[src/rtl/synth_pkg.sv]
// Shared definitions for the synth voice blocks: ADSR state encodings and
// saturating level arithmetic used by the envelope generator.
package synth_pkg;

   localparam int unsigned STATE_W = 3;
   localparam int unsigned ARITH_W = 32;

   typedef enum logic [STATE_W-1:0] {
      ST_IDLE    = 3'd0,
      ST_ATTACK  = 3'd1,
      ST_DECAY   = 3'd2,
      ST_SUSTAIN = 3'd3,
      ST_RELEASE = 3'd4
   } adsr_state_t;

   // min(a + b, lim), evaluated one bit wider so the sum never wraps
   function automatic logic [ARITH_W-1:0] sat_add(input logic [ARITH_W-1:0] a,
                                                  input logic [ARITH_W-1:0] b,
                                                  input logic [ARITH_W-1:0] lim);
      logic [ARITH_W:0] sum;
      sum = {1'b0, a} + {1'b0, b};
      if (sum > {1'b0, lim}) return lim;
      return sum[ARITH_W-1:0];
   endfunction

   // max(a - b, floor), without ever going below zero
   function automatic logic [ARITH_W-1:0] sat_sub(input logic [ARITH_W-1:0] a,
                                                  input logic [ARITH_W-1:0] b,
                                                  input logic [ARITH_W-1:0] floor);
      logic [ARITH_W:0] need;
      need = {1'b0, b} + {1'b0, floor};
      if ({1'b0, a} >= need) return a - b;
      return floor;
   endfunction

endpackage

[src/rtl/adsr_envelope.sv]
// ADSR envelope generator. Turns a level-sensitive note gate into a linear,
// saturating amplitude envelope, stepping once per ADSR-rate tick strobe.
// Ports:
//   clk, rst      system clock, synchronous active-high reset
//   tick          one-cycle ramp strobe from the clock divider
//   gate          note on (1) / off (0)
//   attack        per-tick increment in ATTACK (0 = jump to full scale)
//   decay         per-tick decrement in DECAY (0 = jump to sustain)
//   sustain       sustain level
//   release_rate  per-tick decrement in RELEASE (0 = jump to zero)
//   env           registered envelope level
//   state         registered state encoding
//   busy          registered, high whenever state is not IDLE
module adsr_envelope
   import synth_pkg::*;
#(
   parameter int unsigned WIDTH  = 8,
   parameter int unsigned RATE_W = 8
) (
   input  logic                clk,
   input  logic                rst,
   input  logic                tick,
   input  logic                gate,
   input  logic [RATE_W-1:0]   attack,
   input  logic [RATE_W-1:0]   decay,
   input  logic [WIDTH-1:0]    sustain,
   input  logic [RATE_W-1:0]   release_rate,
   output logic [WIDTH-1:0]    env,
   output logic [STATE_W-1:0]  state,
   output logic                busy
);

   localparam logic [WIDTH-1:0] MAX_LVL = '1;

   adsr_state_t        state_q, state_n;
   logic [WIDTH-1:0]   env_q, env_n;
   logic               busy_q;

   logic [ARITH_W-1:0] env_w, max_w, sus_w;
   logic [ARITH_W-1:0] atk_res, dec_res, rel_res;

   assign env_w = ARITH_W'(env_q);
   assign max_w = ARITH_W'(MAX_LVL);
   assign sus_w = ARITH_W'(sustain);

   // Candidate ramp results; only used on tick cycles without a gate transition
   assign atk_res = sat_add(env_w, ARITH_W'(attack), max_w);
   assign dec_res = sat_sub(env_w, ARITH_W'(decay), sus_w);
   assign rel_res = sat_sub(env_w, ARITH_W'(release_rate), '0);

   // State and level registers
   always_ff @(posedge clk) begin
      if (rst) begin
         state_q <= ST_IDLE;
         env_q   <= '0;
         busy_q  <= 1'b0;
      end else begin
         state_q <= state_n;
         env_q   <= env_n;
         busy_q  <= (state_n != ST_IDLE);
      end
   end

   // Next state / level: gate transitions win over the tick and freeze env
   always_comb begin
      state_n = state_q;
      env_n   = env_q;
      case (state_q)
         ST_IDLE: begin
            if (gate) state_n = ST_ATTACK;
            else      env_n   = '0;
         end
         ST_ATTACK: begin
            if (!gate) begin
               state_n = ST_RELEASE;
            end else if (tick) begin
               if (attack == '0 || atk_res == max_w) begin
                  env_n   = MAX_LVL;
                  state_n = ST_DECAY;
               end else begin
                  env_n = WIDTH'(atk_res);
               end
            end
         end
         ST_DECAY: begin
            if (!gate) begin
               state_n = ST_RELEASE;
            end else if (tick) begin
               if (decay == '0 || dec_res == sus_w) begin
                  env_n   = sustain;
                  state_n = ST_SUSTAIN;
               end else begin
                  env_n = WIDTH'(dec_res);
               end
            end
         end
         ST_SUSTAIN: begin
            if (!gate)     state_n = ST_RELEASE;
            else if (tick) env_n   = sustain;
         end
         ST_RELEASE: begin
            if (gate) begin
               state_n = ST_ATTACK;
            end else if (tick) begin
               if (release_rate == '0 || rel_res == '0) begin
                  env_n   = '0;
                  state_n = ST_IDLE;
               end else begin
                  env_n = WIDTH'(rel_res);
               end
            end
         end
         default: begin
            state_n = ST_IDLE;
            env_n   = '0;
         end
      endcase
   end

   assign env   = env_q;
   assign state = state_q;
   assign busy  = busy_q;

endmodule

[config.mk]
export PLATFORM = sky130hd
export DESIGN_NAME = adsr_envelope
export DESIGN_NICKNAME = d
export VERILOG_FILES = /design/src/rtl/synth_pkg.sv /design/src/rtl/adsr_envelope.sv
export SDC_FILE = /design/constraint.sdc
export NUM_CORES = 1
export LEC_CHECK = 0
export ABC_AREA = 1
export CORE_MARGIN = 5
export CORE_UTILIZATION = 50
export CTS_CLUSTER_DIAMETER = 200
export CTS_CLUSTER_SIZE = 20
export DETAILED_ROUTE_END_ITERATION = 16
export PLACE_DENSITY = 0.78
export SETUP_SLACK_MARGIN = 0.5
export SLEW_MARGIN = 40
export SYNTH_ARGS = -nofsm -noshare
export SYNTH_HDL_FRONTEND = slang
export SYNTH_SLANG_ARGS = --single-unit
[constraint.sdc]
create_clock -name clk -period 3 [get_ports clk]
set_input_delay 0.3 -clock clk [delete_from_list [all_inputs] [get_ports clk]]
set_output_delay 0.3 -clock clk [all_outputs]
set_load 0.05 [all_outputs]
# Yosys cells after proc, flatten, opt, wreduce, memory -nomap -nowiden
# Cells that the tools add are included.
op_classes:
  add_sub_neg: 4
  n_lt_le_gt_ge: 3
  eq_ne: 15
  n_mux: 34
  n_reduce_logical: 10
op_table:
  columns: ["operator", "count"]
  rows:
  - ["$mux 32", 6]
  - ["$mux 8", 12]
  - ["$pmux 8 s5", 1]
  - ["$mux 3", 11]
  - ["$eq 32x8->1", 1]
  - ["$eq 32x8->1 const B", 1]
  - ["$logic_not 32->1", 1]
  - ["$logic_not 8->1", 3]
  - ["$add 8x8->9", 2]
  - ["$ne 2x2->1 const B", 9]
  - ["$sub 8x8->9", 2]
  - ["$pmux 3 s5", 1]
  - ["$ge 8x9->1", 1]
  - ["$gt 9x8->1 const B", 1]
  - ["$reduce_and 9->1", 1]
  - ["$ge 8x8->1", 1]
  - ["$eq 3x2->1 const B", 2]
  - ["$eq 3x1->1 const B", 1]
  - ["$eq 3x3->1 const B", 1]
  - ["$logic_not 3->1", 1]
  - ["$logic_or 1x1->1", 3]
  - ["$mux 1", 3]
  - ["$reduce_bool 3->1", 1]
word_totals:
  regBits: 12
  in_bits: 36
  out_inout_bits: 12
  word_cells: 69

# Longest topological paths before layout
logic_depth:
  depth_word: 11
  ltp_mapped: 26
  depth_no_buf: 25

# Worst setup path after synthesis
# OpenSTA, ideal clock, no wires.
synth_path:
  path_kind: "input to register"
  start: "input port decay[2]"
  end: "register env_q[0] (netlist: env[0])"
  setup_ns: 0.140
  arrival_time_ns: 2.998
  t_required_ns: 2.860
  path_slack_ns: -0.139
  path_stages: 25
  n_path_buf: 1
  path_cell_list: "ha_1 > a21oi_1 > nand2_1 > a21oi_1 > o21ai_0 > a21oi_1 > nor2_1 > nor2_1 > xor2_1 > ha_1 > nand3_1 > o21bai_1 > inv_1 > nand2_2 > buf_4 > nand4_1 > nand2_1 > nor2_1 > nand3_2 > o21bai_4 > nand2_1 > nand3_1 > nand2_1 > nand2_1 > a21oi_2"
synth_between:
  elab_chain_cells: 10
  word_cells_on_any_way: 13
  cone_classes: "add/sub (2); order compare (1); eq/ne (1); mux (7); reduce/logical (2)"
synth_rtl:
  columns: ["item", "line_no", "source"]
  rows:
  - ["start: declaration", "adsr_envelope.sv:25", "input logic [RATE_W-1:0] decay,"]
  - ["$add 8x8->9", "synth_pkg.sv:31", "need = {1'b0, b} + {1'b0, floor};"]
  - ["$ge 8x9->1", "synth_pkg.sv:32", "if ({1'b0, a} >= need) return a - b;"]
  - ["$mux 1", "synth_pkg.sv:32", null]
  - ["$mux 32", "synth_pkg.sv:33", "return floor;"]
  - ["$eq 32x8->1", "adsr_envelope.sv:89", "if (decay == '0 || dec_res == sus_w) begin"]
  - ["$logic_or 1x1->1", "adsr_envelope.sv:89", null]
  - ["$mux 8 (*)", "adsr_envelope.sv:89", null]
  - ["$mux 8 (*)", "adsr_envelope.sv:88", "end else if (tick) begin"]
  - ["$mux 8 (*)", "adsr_envelope.sv:86", "if (!gate) begin"]
  - ["$pmux 8 s5 (*)", "adsr_envelope.sv:68", "case (state_q)"]
  - ["end signal: assignment", "adsr_envelope.sv:59", "env_q <= env_n;"]
  - ["end: declaration", "adsr_envelope.sv:36", "logic [WIDTH-1:0] env_q, env_n;"]
# Every way passes the cells marked *; elsewhere a longest branch is shown, timed or not. The select of a mux whose other input is x is not followed.
# A chain may end at the register's enable or synchronous reset.

# Worst setup path after layout
layout_path:
  start: "input port sustain[3]"
  end: "register env_q[4] (netlist: env[4])"
layout_between:
  elab_chain_cells: 10
layout_rtl:
  columns: ["item", "line_no", "source"]
  rows:
  - ["start: declaration", "adsr_envelope.sv:26", "input logic [WIDTH-1:0] sustain,"]
  - ["$add 8x8->9", "synth_pkg.sv:31", null]
  - ["$ge 8x9->1", "synth_pkg.sv:32", null]
  - ["$mux 1", "synth_pkg.sv:32", null]
  - ["$mux 32", "synth_pkg.sv:33", null]
  - ["$eq 32x8->1", "adsr_envelope.sv:89", null]
  - ["$logic_or 1x1->1", "adsr_envelope.sv:89", null]
  - ["$mux 8 (*)", "adsr_envelope.sv:89", null]
  - ["$mux 8 (*)", "adsr_envelope.sv:88", null]
  - ["$mux 8 (*)", "adsr_envelope.sv:86", null]
  - ["$pmux 8 s5 (*)", "adsr_envelope.sv:68", null]
# Marks and branches as above.

==> impl_metrics.yaml <==
synth:
  unique_masters_post_synth: 42
  synth_xor_area_frac: 0.0407
  synth_edf_count: 0
  async_flop_share: 0
  synth_compound_area_frac: 0.173
  synthCells: 507
  synth_area_per_cell_um2: 5.95
  syn-num-nets: 587
  synth_mux_area_frac: 0
  synth_top_flop_cell: "dfxtp_1"
  post_synthesis_share_of_cell_area_spent_on_full_adders_half_adders_and_majority_gates: 0.193
  synth_area_mm2: 0.00302
  synth_warnings: 0
  synth-seq-area-share: 0.0797
  synth_seq_cells: 12
  yosys.area_share.simple: 0.401
  dominant_combinational_cell_family_by_area_after_synthesis: "simple AND/OR/NAND/NOR gates"
setup_path:
  worstPathRequired_ns: 3.11
  critical_path_arrival_ns: 3.37
  timing.critical_path.fanout_max: 5
  worst-setup-path-type: "in2reg"
  critical_path.endpoint_type: "flop"
  start_kind: "input pin"
placement:
  detailed_place_hpwl_mm: 8.23
  worst_setup_slack_post_dpl_ns: -1.05
  place.gp.congestion: 0.955
  io_buffers: 47
clock_network:
  cts_buffers: 3
  h_tree_level_count: 1
  cts.reportedPaths.clkPinSlew_ns: 0.06
  clockBufferDepth: 2
  sinks_on_the_clock_net: 12
  clk_root_buffer_cell: "clkbuf_8"
  cts_tree: "yes"
  clock_insertion_delay_worst_skew_ns: 0.25
timing:
  final_critical_path_setup_slack_ns: -0.258
  worst_slew_pin_slew_ns: 0.648
  finalWorstPathRequiredPeriod_ns: 3.26
  achievable-frequency_mhz: 307
  setup_repair_after_global_routing_missed_its_margin: "true"
  finalMaxSlewViolations: 0
  setup_viol: 9
  finalCritPeriodShare: 1.09
  slew-limit-headroom: 0.566
  fin_skew_ns: 0.00180
  timing.final.hold_violations: 0
die:
  floorplan.initialDensity: 0.512
  ioPinCount: 48
  die_h_um: 87.7
  fp.dieW_um: 87.7
  core_mm2: 0.00589
  fp-row-count: 28
  die_area_mm2: 0.00768
grt:
  antenna_found_initial: 0
  globalRouteTotalUtil: 0.269
  globalRouteOverflowTotal: 0
  largest_net_degree_at_the_start_of_global_routing: 18
  grt_pass1_wl_mm: 16.6
  grt_pass1_vias: 3595
cells_and_area:
  layout.cells.most_common_list: "110 x nand2_1, 74 x inv_1, 57 x buf_4, 38 x nand3_1, 35 x nor2_1"
  synthToLayoutAreaGrowth_pct: 49.0
  layout.core_utilization: 0.763
  layout.nets: 695
  layout.cells.most_common: "nand2_1"
  num_antenna_cells: 0
  layout_cell_share_with_drive_strength_beyond_1: 0.288
  sequential_cell_area_um2: 249
  multiInputGateArea_mm2: 0.00286
  fillers: 446
drt:
  routed_wire_length_per_instance_um: 15.7
  drt_iter0_drc: 460
  wl_mm: 10.8
  initial_drt_pass_iterations: 5
  detail_route.vias_per_cell: 5.71
  vias: 3933
  route.detailed.drc: 0
  final_antenna_net_count: 0
min_path:
  hp-class: "reg2reg"
job:
  drv_cap: 0
pwr:
  static-leakage-power_nw: 2.30
  powerDensity_mw_per_mm2: 244
  peak_supply_drop_uv: 285
outcome:
  failed_checks: "negative setup slack"
  outcome: "finished, violations left"
## report_power, final
part	internal [mW]	switching [mW]
clock	0.116	0.0666
combinational	0.323	0.411
sequential	0.165	0.0136
## critical path, cell delays in order
cell,delay (ns)
clkdlybuf4s15_2,0.22
ha_4,0.27
a21oi_2,0.17
o21ai_4,0.12
a31oi_4,0.23
xor2_2,0.24
ha_4,0.25
nand2_2,0.07
inv_1,0.04
nand2_1,0.06
nand2_2,0.07
nand2_4,0.12
nand2_4,0.08
nand4_1,0.15
nand2_1,0.11
nor2_2,0.11
nand3_2,0.14
o21bai_4,0.25
nand2_1,0.08
nand3_1,0.08
nand2_1,0.06
nand2_1,0.07
a21oi_2,0.06
## path summary, 6_finish.rpt
path	from	endpoint	slack [ns]	cells past startpoint
worst min-delay path	env[0]	env[0]	0.53	2
worst min register to register	env[0]	env[0]	0.53	2
worst max-delay path	sustain[3]	env[4]	-0.26	23
worst max register to register	env[0]	env[4]	0.22	18
## synth_stat cells, types with 4 or more instances
master	number	area, um2
nand4_1	25	156
nand3_1	43	215
nand2_1	122	458
nand2_2	7	43.8
xor2_1	10	87.6
ha_1	40	500
nor3_1	7	35.0
o21ai_0	18	90.1
fa_1	4	80.1
nor2_1	41	154
xnor2_1	4	35.0
nor4_1	5	31.3
or2_2	7	43.8
o21ai_1	5	25.0
inv_1	82	308
a21oi_2	10	87.6
a21oi_1	32	160
dfxtp_1	12	240
## sequential cells by signal, indices dropped and copies added (netlist names)
register	count
busy	1
env	8
state	3
## through the flow
stage	power [mW]	std cells	setup TNS [ns]	area [um2]	hold slack (ns)
CTS	1.02	684	-1.39	4200	0.516
global route	1.16	689	-3.29	4490	0.552
finish	1.10	689	-1.96	4490	0.532
floorplan	0.556	507	0	3050	0.450
detailed placement	0.793	672	-8.96	3950	0.525
global placement	0.777	672	-8.35	3950	0.529
## repair_timing
item,in CTS,in global routing
cloned,3,0
hold buffers,0,0
setup buffers,5,5
pin swaps,37,42
gates resized for setup,76,50
setup endpoints to repair,12,12
## cell families (layout without fill, tap and decap cells)
logic type	count (synthesis)	count (layout)
fa+ha+maj	44	44
simple gates	266	268
flops	12	12
compound gates	83	84
xor+xnor	14	14
buf+inv	88	192
## per-layer routing
layer	global-route usage	vias up	part of all wire
met5	0	-	0
met4	0.0572	0	0.034
met3	0.0405	46	0.080
met2	0.482	219	0.48
met1	0.338	1759	0.40
li1	-	1909	-
## cell type report
class | count | area share
Clock buffer | 4 | 0.0123
Inverter | 84 | 0.0702
Multi-Input combinational cell | 410 | 0.637
Sequential cell | 12 | 0.0554
Tap cell | 75 | 0.0209
Timing Repair Buffer | 104 | 0.204
Power figures use the tool's default switching activity.
